===== config.mk =====
export PLATFORM = sky130hd
export DESIGN_NAME = fft_bfly_pipe
export DESIGN_NICKNAME = d
export VERILOG_FILES = /design/src/rtl/fft_bfly_pkg.sv /design/src/rtl/fft_cmul_round.sv /design/src/rtl/fft_bfly_pipe.sv
export SDC_FILE = /design/constraint.sdc
export NUM_CORES = 1
export LEC_CHECK = 0
export CORE_MARGIN = 4
export CORE_UTILIZATION = 63
export CTS_CLUSTER_DIAMETER = 50
export CTS_CLUSTER_SIZE = 24
export DETAILED_ROUTE_END_ITERATION = 12
export GPL_ROUTABILITY_DRIVEN = 0
export GPL_TIMING_DRIVEN = 0
export HOLD_SLACK_MARGIN = 0.02
export PLACE_DENSITY = 0.94
export SLEW_MARGIN = 20
export SYNTH_ARGS = -nofsm -noshare
export SYNTH_HDL_FRONTEND = slang
export SYNTH_SLANG_ARGS = --single-unit

===== constraint.sdc =====
create_clock -name clk -period 5.86 [get_ports clk]
set_input_delay 1.172 -clock clk [delete_from_list [all_inputs] [get_ports clk]]
set_output_delay 1.172 -clock clk [all_outputs]
set_load 0.01 [all_outputs]

===== src/rtl/fft_bfly_pkg.sv =====
// Shared widths and arithmetic helpers for the radix-2 butterfly datapath.
// Latency: none (types, constants and combinational functions only).
// Backpressure: not applicable; helpers take widths as arguments so any DATA_W/TW_W works.
package fft_bfly_pkg;

  // Default operand widths and the intermediate widths they imply
  localparam int DATA_W_DEF = 8;
  localparam int TW_W_DEF   = 8;
  localparam int PROD_W     = DATA_W_DEF + TW_W_DEF;      // one real product
  localparam int WB_W       = PROD_W + 1;                 // sum/difference of two products
  localparam int SUM_W      = DATA_W_DEF + 3;             // A +/- rounded W*B

  // Wide carrier for the width-agnostic helpers below
  typedef logic signed [63:0] wide_t;

  function automatic int prod_w(input int dw, input int tw);
    return dw + tw;
  endfunction

  function automatic int wb_w(input int dw, input int tw);
    return dw + tw + 1;
  endfunction

  function automatic int rnd_w(input int dw);
    return dw + 2;
  endfunction

  function automatic int sum_w(input int dw);
    return dw + 3;
  endfunction

  // Round half-up, then arithmetic shift right by sh (sh >= 1)
  function automatic wide_t rnd_shr(input wide_t x, input int sh);
    return (x + (64'sd1 <<< (sh - 1))) >>> sh;
  endfunction

  // Clamp x into the signed w-bit range; ovf reports whether clamping happened
  function automatic wide_t sat(input wide_t x, input int w, output logic ovf);
    wide_t hi;
    wide_t lo;
    hi  = (64'sd1 <<< (w - 1)) - 64'sd1;
    lo  = -hi - 64'sd1;
    ovf = 1'b0;
    sat = x;
    if (x > hi) begin
      sat = hi;
      ovf = 1'b1;
    end else if (x < lo) begin
      sat = lo;
      ovf = 1'b1;
    end
  endfunction

endpackage


===== src/rtl/fft_cmul_round.sv =====
// Complex multiply W*B with half-up rounding back to DATA_W+2 bits; A and scale ride along.
// Latency: 2 cycles (S1 products, S2 combine + round), both stages load only on adv.
// Backpressure: holds all state while adv is low; clear zeroes both valid bits.
module fft_cmul_round
  import fft_bfly_pkg::*;
#(
  parameter int DATA_W = DATA_W_DEF,
  parameter int TW_W   = TW_W_DEF
) (
  input  logic                            clk,
  input  logic                            rst,
  input  logic                            clear,
  input  logic                            adv,
  input  logic                            in_valid,
  input  logic                            in_scale,
  input  logic signed [DATA_W-1:0]        a_re,
  input  logic signed [DATA_W-1:0]        a_im,
  input  logic signed [DATA_W-1:0]        b_re,
  input  logic signed [DATA_W-1:0]        b_im,
  input  logic signed [TW_W-1:0]          w_re,
  input  logic signed [TW_W-1:0]          w_im,
  output logic                            s2_valid,
  output logic                            s2_scale,
  output logic signed [DATA_W-1:0]        s2_a_re,
  output logic signed [DATA_W-1:0]        s2_a_im,
  output logic signed [rnd_w(DATA_W)-1:0] s2_wb_re,
  output logic signed [rnd_w(DATA_W)-1:0] s2_wb_im
);

  localparam int PW = prod_w(DATA_W, TW_W);
  localparam int WW = wb_w(DATA_W, TW_W);
  localparam int RW = rnd_w(DATA_W);

  logic                     s1_valid;
  logic                     s1_scale;
  logic signed [DATA_W-1:0] s1_a_re;
  logic signed [DATA_W-1:0] s1_a_im;
  logic signed [PW-1:0]     p_rr;
  logic signed [PW-1:0]     p_ii;
  logic signed [PW-1:0]     p_ri;
  logic signed [PW-1:0]     p_ir;
  logic signed [WW-1:0]     wb_re;
  logic signed [WW-1:0]     wb_im;
  logic signed [RW-1:0]     wb_re_rnd;
  logic signed [RW-1:0]     wb_im_rnd;

  // S1: register the four partial products together with A and the scale flag
  always_ff @(posedge clk or posedge rst) begin
    if (rst) begin
      s1_valid <= 1'b0;
      s1_scale <= 1'b0;
      s1_a_re  <= '0;
      s1_a_im  <= '0;
      p_rr     <= '0;
      p_ii     <= '0;
      p_ri     <= '0;
      p_ir     <= '0;
    end else begin
      if (clear)    s1_valid <= 1'b0;
      else if (adv) s1_valid <= in_valid;
      if (adv) begin
        s1_scale <= in_scale;
        s1_a_re  <= a_re;
        s1_a_im  <= a_im;
        p_rr     <= PW'(b_re) * PW'(w_re);
        p_ii     <= PW'(b_im) * PW'(w_im);
        p_ri     <= PW'(b_re) * PW'(w_im);
        p_ir     <= PW'(b_im) * PW'(w_re);
      end
    end
  end

  // Combine products; twiddles are Q1.(TW_W-1) so drop TW_W-1 fraction bits with rounding
  assign wb_re     = WW'(p_rr) - WW'(p_ii);
  assign wb_im     = WW'(p_ri) + WW'(p_ir);
  assign wb_re_rnd = RW'(rnd_shr(64'(wb_re), TW_W - 1));
  assign wb_im_rnd = RW'(rnd_shr(64'(wb_im), TW_W - 1));

  // S2: register the rounded W*B terms and delay A alongside
  always_ff @(posedge clk or posedge rst) begin
    if (rst) begin
      s2_valid <= 1'b0;
      s2_scale <= 1'b0;
      s2_a_re  <= '0;
      s2_a_im  <= '0;
      s2_wb_re <= '0;
      s2_wb_im <= '0;
    end else begin
      if (clear)    s2_valid <= 1'b0;
      else if (adv) s2_valid <= s1_valid;
      if (adv) begin
        s2_scale <= s1_scale;
        s2_a_re  <= s1_a_re;
        s2_a_im  <= s1_a_im;
        s2_wb_re <= wb_re_rnd;
        s2_wb_im <= wb_im_rnd;
      end
    end
  end

endmodule


===== src/rtl/fft_bfly_pipe.sv =====
// Radix-2 DIT butterfly Y = A + W*B, Z = A - W*B with optional per-beat /2; FFT_BFLY_SAT_EN selects clamping + out_ovf instead of wrap.
// Latency: 3 register stages (S1, S2 in fft_cmul_round, S3 here); one beat per cycle when unstalled.
// Backpressure: single global stall, adv = !out_valid || out_ready; bubbles are not collapsed; clear flushes all stages.
module fft_bfly_pipe
  import fft_bfly_pkg::*;
#(
  parameter int DATA_W = DATA_W_DEF,
  parameter int TW_W   = TW_W_DEF
) (
  input  logic                     clk,
  input  logic                     rst,
  input  logic                     clear,
  input  logic                     in_valid,
  output logic                     in_ready,
  input  logic                     in_scale,
  input  logic signed [DATA_W-1:0] a_re,
  input  logic signed [DATA_W-1:0] a_im,
  input  logic signed [DATA_W-1:0] b_re,
  input  logic signed [DATA_W-1:0] b_im,
  input  logic signed [TW_W-1:0]   w_re,
  input  logic signed [TW_W-1:0]   w_im,
  output logic                     out_valid,
  input  logic                     out_ready,
  output logic signed [DATA_W-1:0] y_re,
  output logic signed [DATA_W-1:0] y_im,
  output logic signed [DATA_W-1:0] z_re,
  output logic signed [DATA_W-1:0] z_im,
  output logic                     out_ovf
);

  localparam int RW = rnd_w(DATA_W);
  localparam int SW = sum_w(DATA_W);

  logic                     adv;
  logic                     s2_valid;
  logic                     s2_scale;
  logic signed [DATA_W-1:0] s2_a_re;
  logic signed [DATA_W-1:0] s2_a_im;
  logic signed [RW-1:0]     s2_wb_re;
  logic signed [RW-1:0]     s2_wb_im;
  logic signed [SW-1:0]     sum [4];
  wide_t                    v   [4];
  logic signed [DATA_W-1:0] res [4];
`ifdef FFT_BFLY_SAT_EN
  logic [3:0]               clip;
`endif

  assign adv      = !out_valid || out_ready;
  assign in_ready = adv && !clear;

  fft_cmul_round #(
    .DATA_W (DATA_W),
    .TW_W   (TW_W)
  ) u_cmul (
    .clk      (clk),
    .rst      (rst),
    .clear    (clear),
    .adv      (adv),
    .in_valid (in_valid),
    .in_scale (in_scale),
    .a_re     (a_re),
    .a_im     (a_im),
    .b_re     (b_re),
    .b_im     (b_im),
    .w_re     (w_re),
    .w_im     (w_im),
    .s2_valid (s2_valid),
    .s2_scale (s2_scale),
    .s2_a_re  (s2_a_re),
    .s2_a_im  (s2_a_im),
    .s2_wb_re (s2_wb_re),
    .s2_wb_im (s2_wb_im)
  );

  // S3 datapath: A +/- W*B at full width, optional rounded halving, then clamp or wrap to DATA_W
  always_comb begin
`ifdef FFT_BFLY_SAT_EN
    clip = '0;
`endif
    sum[0] = SW'(s2_a_re) + SW'(s2_wb_re);
    sum[1] = SW'(s2_a_im) + SW'(s2_wb_im);
    sum[2] = SW'(s2_a_re) - SW'(s2_wb_re);
    sum[3] = SW'(s2_a_im) - SW'(s2_wb_im);
    for (int i = 0; i < 4; i++) begin
      v[i] = s2_scale ? rnd_shr(64'(sum[i]), 1) : 64'(sum[i]);
`ifdef FFT_BFLY_SAT_EN
      v[i] = sat(v[i], DATA_W, clip[i]);
`endif
      res[i] = DATA_W'(v[i]);
    end
  end

  // S3 register: drives the outputs and holds them while the consumer stalls
  always_ff @(posedge clk or posedge rst) begin
    if (rst) begin
      out_valid <= 1'b0;
      y_re      <= '0;
      y_im      <= '0;
      z_re      <= '0;
      z_im      <= '0;
    end else begin
      if (clear)    out_valid <= 1'b0;
      else if (adv) out_valid <= s2_valid;
      if (adv) begin
        y_re <= res[0];
        y_im <= res[1];
        z_re <= res[2];
        z_im <= res[3];
      end
    end
  end

`ifdef FFT_BFLY_SAT_EN
  // Overflow flag travels with the beat it belongs to
  always_ff @(posedge clk or posedge rst) begin
    if (rst)      out_ovf <= 1'b0;
    else if (adv) out_ovf <= |clip;
  end
`else
  assign out_ovf = 1'b0;
`endif

endmodule


==> flow_summary.toml, run 1 <==
[synth]
synth_compound_area_share_pct = 11.5
synth_edf_count = 0
synth_fp_nets = 2689
synth_top_family_by_area = "adder cells"
synthXorXnorAreaFrac_pct = 3.83
yosysMostFrequentCell = "inv_1"
synth-main-ff-cell = "dfrtp_1"
synth_simple_gate_area_share_pct = 19.0
yosysUniqueCellTypes = 92
synth_area_um2 = 19400
synth-async-reset-ratio_pct = 100
postSynthCellCount = 2205
synthAdderAreaFrac_pct = 36.4
ys_ff_latch = 151
syn_avg_cell_area_um2 = 8.81
yosysWarnings = 0
synth_common_cells = "inv_1 (385), nand2_1 (260), fa_1 (224)"
synth_top_area_share_pct = 23.1
yosysTopAreaCell = "fa_1"
synth_area_leaders = "fa_1 (23%), dfrtp_1 (19%), ha_1 (13%)"
synth_seq_area_share_pct = 19.5
synthMuxAreaShare_pct = 0.599

[job]
maxCapViolCount = 0

[floorplan]
die_h_um = 184
start_util_pct = 63.6
die_area_um2 = 33700
die_w_um = 184
ios = 89
core_um2 = 30500
num_rows = 64

[sta]
max_freq_mhz = 170
rsz0062_at_grt = "true"
worstMarginPinSlew_ps = 1060
timing.clock.skew_ps = 13.8
finalSetupViolCount = 2
period_minus_slack_ps = 5880
hold_ws_ps = 470
hold_violations = 0
maxSlewHeadroom_pct = 29.2
fin_crit_sh_pct = 100
layout_setup_ws_ps = -17.6
final_max_slew_viol_count = 0

[critical_path]
worstSetupPathType = "in2reg"
slowest_delay_ps = 530
critPathLaunchType = "input pin"
crit_top_cell = "fa_1"
crit_fanout = 10
worstPathCellList = "dlygate4sd2_1, clkbuf_2, nand2_1, fa_1, fa_1, inv_1, fa_1, inv_1, fa_1, inv_1, ha_1, nand2_1, o21ai_1, o311ai_0, nand3_1, o41ai_4, xnor2_2, o21ai_1"
critPathSlowestCell = "dlygate4sd2_1"
crit_arrival_ps = 6170
worstPathRequired_ps = 6150
end_kind = "flip-flop"

[clocking]
cts_buffer_depth = 2
clock_sinks = 151
clk_pin_slew_ps = 60
post-cts-setup-buffers = 0
htree_levels = 4
cts_tree = "built"
numCtsBuffers = 17
cts-root-buf = "clkbuf_16"
postCtsHoldBufs = 0
clk-insertion-delay-late_ps = 440

[finish]
drive_gt1_share_pct = 4.69
fillers = 1956
synthToLayoutAreaGrowth_pct = 10.7
fin_util_pct = 70.5
fin_nets = 2796
diodes = 0
finalNonFillerCells = 2721

[pwr]
vdd_drop_max_mv = 0.357
combPwrFrac_pct = 74.6
power_switching_share_pct = 49.7
p_per_area_nw_per_um2 = 533
seq_power_share_pct = 15.9
total_power_w = 0.0115
switching_power_w = 0.00570
power.internal_w = 0.00576
p_clk_share_pct = 9.5
p_leak_nw = 10.7

[global_route]
grt_start_max_net_pins = 110
grt_pass1_wl_um = 90100
antenna_found_initial = 1
track_usage_pct = 33.8
grt_pass1_vias = 17900
overflow = 0

[outcome]
failed_checks = "DRC, setup timing"
status = "complete, but fails checks"

[placed_design]
pre_cts_slack_ps = -871
dp_hpwl_um = 43000
dp.cells = 2689
port_buffers = 87

[detailed_routing]
ant_nets = 0
route.vias.total = 17200
drc = 1
drt_iter0_drc = 2130
firstDrtPassIters = 12
vias_per_cell = 6.33
drt-total-wl_um = 57100
wl_per_cell_um = 21.0

[worst_hold_path]
hold_class = "reg2reg"
[cell families (layout without fill, tap and decap cells)]
kind of cell,after synthesis,in the layout
AND/OR/NAND/NOR,725,725
buffers and inverters,470,590
adder cells (fa/ha/maj),430,430
AO/OA/AOI/OAI,333,333
flip-flops,151,151
XOR/XNOR,84,84
multiplexers,11,11
other,1,1
[power by group through the flow]
stage	clock network [W]	registers, W	logic [W]
after CTS	0.00107	0.00180	0.00824
after global placement	0	0.00179	0.00755
after global routing	0.00112	0.00185	0.00937
final	0.00109	0.00182	0.00856
after detailed placement	0	0.00181	0.00806
after floorplan	0	0.00177	0.00603
[per-layer routing]
layer  share of wire, %  global-route usage (%)
met1                 34                    40.8
met2                 46                    53.8
met3                 12                    8.65
met4                8.0                    21.9
met5              0.023                       0
[path summary, 6_finish.rpt]
kind | startpoint | endpoint | slack (ps) | cells past startpoint
worst max register to register | out_valid | u_cmul.s1_a_im[5] | 2670 | 6
min in group asynchronous | rst | u_cmul.p_ri[14] | 1130 | 2
worst max-delay path | b_re[2] | u_cmul.p_rr[15] | -20 | 18
max in group asynchronous | rst | z_im[3] | 3910 | 3
worst min-delay path | u_cmul.s1_a_im[1] | u_cmul.s1_a_im[1] | 470 | 2
worst min register to register | u_cmul.s1_a_im[1] | u_cmul.s1_a_im[1] | 470 | 2
[state kept, by name, summed over array words and instances (netlist names)]
| signal | flops |
|---|---|
| u_cmul.s2_a_re | 8 |
| u_cmul.p_ri | 16 |
| u_cmul.s1_scale | 1 |
| u_cmul.p_ir | 16 |
| u_cmul.s1_a_re | 8 |
| u_cmul.s2_a_im | 8 |
| u_cmul.s2_wb_re | 9 |
| u_cmul.p_rr | 16 |
| u_cmul.s2_wb_im | 9 |
| z_re | 8 |
| u_cmul.s2_scale | 1 |
| u_cmul.p_ii | 16 |
| u_cmul.s2_valid | 1 |
| z_im | 8 |
| out_valid | 1 |
| u_cmul.s1_valid | 1 |
| y_im | 8 |
| y_re | 8 |
| u_cmul.s1_a_im | 8 |
[per-stage QoR]
stage	setup TNS (ps)	cell area, um2
5_1_grt	-229	21500
2_1_floorplan	0	19400
3_3_place_gp	-217150	20800
6_report	-18.8	21500
4_1_cts	0	21400
3_5_place_dp	-12560	20800
[area by class of cell]
cell class                      instances  area [um2]  share of cell area (%)
Buffer                                 85         430                    2.00
Clock buffer                           20         447                    2.08
Clock inverter                         12         115                   0.536
Inverter                              385        1450                    6.76
Multi-Input combinational cell       1584       13900                    64.5
Sequential cell                       151        3780                    17.6
Tap cell                              396         495                    2.31
Timing Repair Buffer                   88         902                    4.20
[timing repair]
item,4_1_cts,5_1_grt
pin swaps,0,1
setup endpoints to repair,17,20
endpoints found under the hold margin,0,0
gates resized for setup,45,56
[cells in the final DEF, fill, tap and decap left out, types with 21 or more instances in the layout]
master,count
inv_1,384
nand2_1,260
fa_1,224
ha_1,206
and2_1,172
dfrtp_1,151
a21oi_1,95
nor2_1,85
xnor2_1,60
clkdlybuf4s50_1,60
o21ai_0,56
nor2b_1,40
clkbuf_1,36
nand3_1,34
nor3_1,31
xor2_1,22
o21a_1,21
[worst max-delay path: cells and delay by family]
family                   cells  cell delay [ps]
buffers and inverters        5             1020
AND/OR/NAND/NOR              3              500
XOR/XNOR                     1              210
AO/OA/AOI/OAI                4              980
adder cells (fa/ha/maj)      5             2290
(Power assumes the default switching activity.)
==> run 2: changes to the inputs <==
- SKIP_LAST_GASP: not set -> 1
==> run 2 against run 1 <==
The run ends with setup timing left. Largest cell class unchanged. Utilization is the same. Via count is essentially flat. Design area is the same. Register-to-register slack lost 50 ps.
==> flow_summary.toml, run 2 (same netlist as run 1, synthesis figures left out) <==
[sta]
fin_tns_setup_ps = -221
fin_crit_sh_pct = 103
hold_violations = 0
period_minus_slack_ps = 6030
maxSlewHeadroom_pct = 29.0
rsz0062_at_grt = "true"
finalSetupViolCount = 2
layout_setup_ws_ps = -175
timing.clock.skew_ps = 14.7
hold_ws_ps = 469
final_max_slew_viol_count = 0
worstMarginPinSlew_ps = 1070
max_freq_mhz = 166

[pwr]
p_clk_share_pct = 9.5
power_switching_share_pct = 49.8
combPwrFrac_pct = 74.6
seq_power_share_pct = 15.9
vdd_drop_max_mv = 0.353
power.internal_w = 0.00575
p_per_area_nw_per_um2 = 533
total_power_w = 0.0115
p_leak_nw = 10.7
switching_power_w = 0.00570

[critical_path]
crit_top_cell = "fa_1"
worstPathCellList = "dlygate4sd2_1, clkbuf_2, nand2_1, fa_1, fa_1, inv_1, fa_1, inv_1, fa_1, inv_1, ha_1, nand2_1, o21ai_1, o311ai_0, nand3_1, o41ai_2, xnor2_2, o21ai_1"
slowest_delay_ps = 520
worstPathRequired_ps = 6150
rrSetupSlack_ps = 2620
r2r_start = "out_valid"
critPathLaunchType = "input pin"
r2r-end = "u_cmul.p_rr[0]"
worstSetupPathType = "in2reg"
crit_fanout = 10
critPathSlowestCell = "dlygate4sd2_1"
crit_arrival_ps = 6320
r2r_cells = 6
end_kind = "flip-flop"

[global_route]
overflow = 0
grt_pass1_vias = 17900
track_usage_pct = 33.8
grt_start_max_net_pins = 110
antenna_found_initial = 1
grtUsageMet2_pct = 53.8
gr-usage-met1_pct = 40.8
met3_usage_pct = 8.61
grt_pass1_wl_um = 90100
busiest_layer = "met2"

[placed_design]
port_buffers = 87
pre_cts_slack_ps = -871
dp_hpwl_um = 43000

[clocking]
postCtsHoldBufs = 0
cts_tree = "built"
clk-insertion-delay-late_ps = 440
htree_levels = 4
cts_buffer_depth = 2
cts-root-buf = "clkbuf_16"
post-cts-setup-buffers = 0
numCtsBuffers = 17
clock_sinks = 151
clk_pin_slew_ps = 60

[detailed_routing]
wl_per_cell_um = 21.0
ant_nets = 0
route.vias.total = 17200
drt-total-wl_um = 57200
firstDrtPassIters = 7
drc = 0
vias_per_cell = 6.33
drt_iter0_drc = 2164

[outcome]
status = "complete, but fails checks"
failed_checks = "setup timing"

[worst_hold_path]
hold_start = "u_cmul.s1_a_im[1]"
hold_class = "reg2reg"
hold_path_end = "u_cmul.s1_a_im[1]"
min_path_cells = 2

[floorplan]
core_um2 = 30500
die_area_um2 = 33700
start_util_pct = 63.6
die_w_um = 184
num_rows = 64
ios = 89
die_h_um = 184

[finish]
synthToLayoutAreaGrowth_pct = 10.7
layout_common_cells = "inv_1 (384), nand2_1 (260), fa_1 (224)"
final_common_cell = "inv_1"
fin_nets = 2796
drive_gt1_share_pct = 4.65
fillers = 1960

[job]
maxCapViolCount = 0
## run 2: stage by stage
stage	utilization, %	instances	instance area, um2
after global routing	70.4	2721	21500
after global placement	68.1	2688	20800
after detailed placement	68.2	2689	20800
final	70.5	2722	21500
after CTS	70.2	2721	21400
after floorplan	-	2205	19400
## run 2: layout make-up
| cell class | count | area [um2] | share of cell area (%) |
|---|---|---|---|
| repair buffers | 88 | 910 | 4.23 |
| multi-input cells | 1584 | 13900 | 64.5 |
| flip-flops and latches | 151 | 3780 | 17.6 |
| inverters | 385 | 1450 | 6.76 |
| clock inverters | 12 | 115 | 0.536 |
| well taps | 396 | 495 | 2.31 |
| clock buffers | 20 | 447 | 2.08 |
| diodes | 1 | 2.50 | 0.0116 |
| plain buffers | 85 | 432 | 2.01 |
## run 2: power by group through the flow
stage | registers, W | clock network [W] | logic (W)
2_1_floorplan | 0.00177 | 0 | 0.00603
3_3_place_gp | 0.00179 | 0 | 0.00755
3_5_place_dp | 0.00181 | 0 | 0.00806
4_1_cts | 0.00180 | 0.00107 | 0.00824
5_1_grt | 0.00185 | 0.00112 | 0.00936
6_report | 0.00182 | 0.00109 | 0.00855
## run 2: metal layers
layer	vias to the layer above	part of all wire [%]
met1	8213	34
met3	433	12
met2	1290	46
met4	0	8.2
li1	7290	-
met5	-	0
## run 2: critical path, delay by kind of cell
| kind | cells | cell delay (ps) |
|---|---|---|
| compound gates | 4 | 1140 |
| xor+xnor | 1 | 220 |
| simple gates | 3 | 480 |
| buf+inv | 5 | 1010 |
| fa+ha+maj | 5 | 2280 |
## run 2: how the worst max path moves through the flow
| stage | end | startpoint | depth (start not counted) |
|---|---|---|---|
| global placement | y_re[5] | rst | 2 |
| detailed placement | u_cmul.p_ri[15] | w_im[2] | 18 |
| CTS | u_cmul.p_ri[15] | w_im[7] | 17 |
| floorplan | out_valid | rst | 1 |
| global route | u_cmul.p_rr[15] | b_re[7] | 17 |
| finish | u_cmul.p_rr[15] | b_re[2] | 18 |
## run 2: what timing repair did
action                     4_1_cts  5_1_grt
pin swaps                        0        1
setup endpoints to repair       17       21
resized for setup               41       60
cloned                           0        0
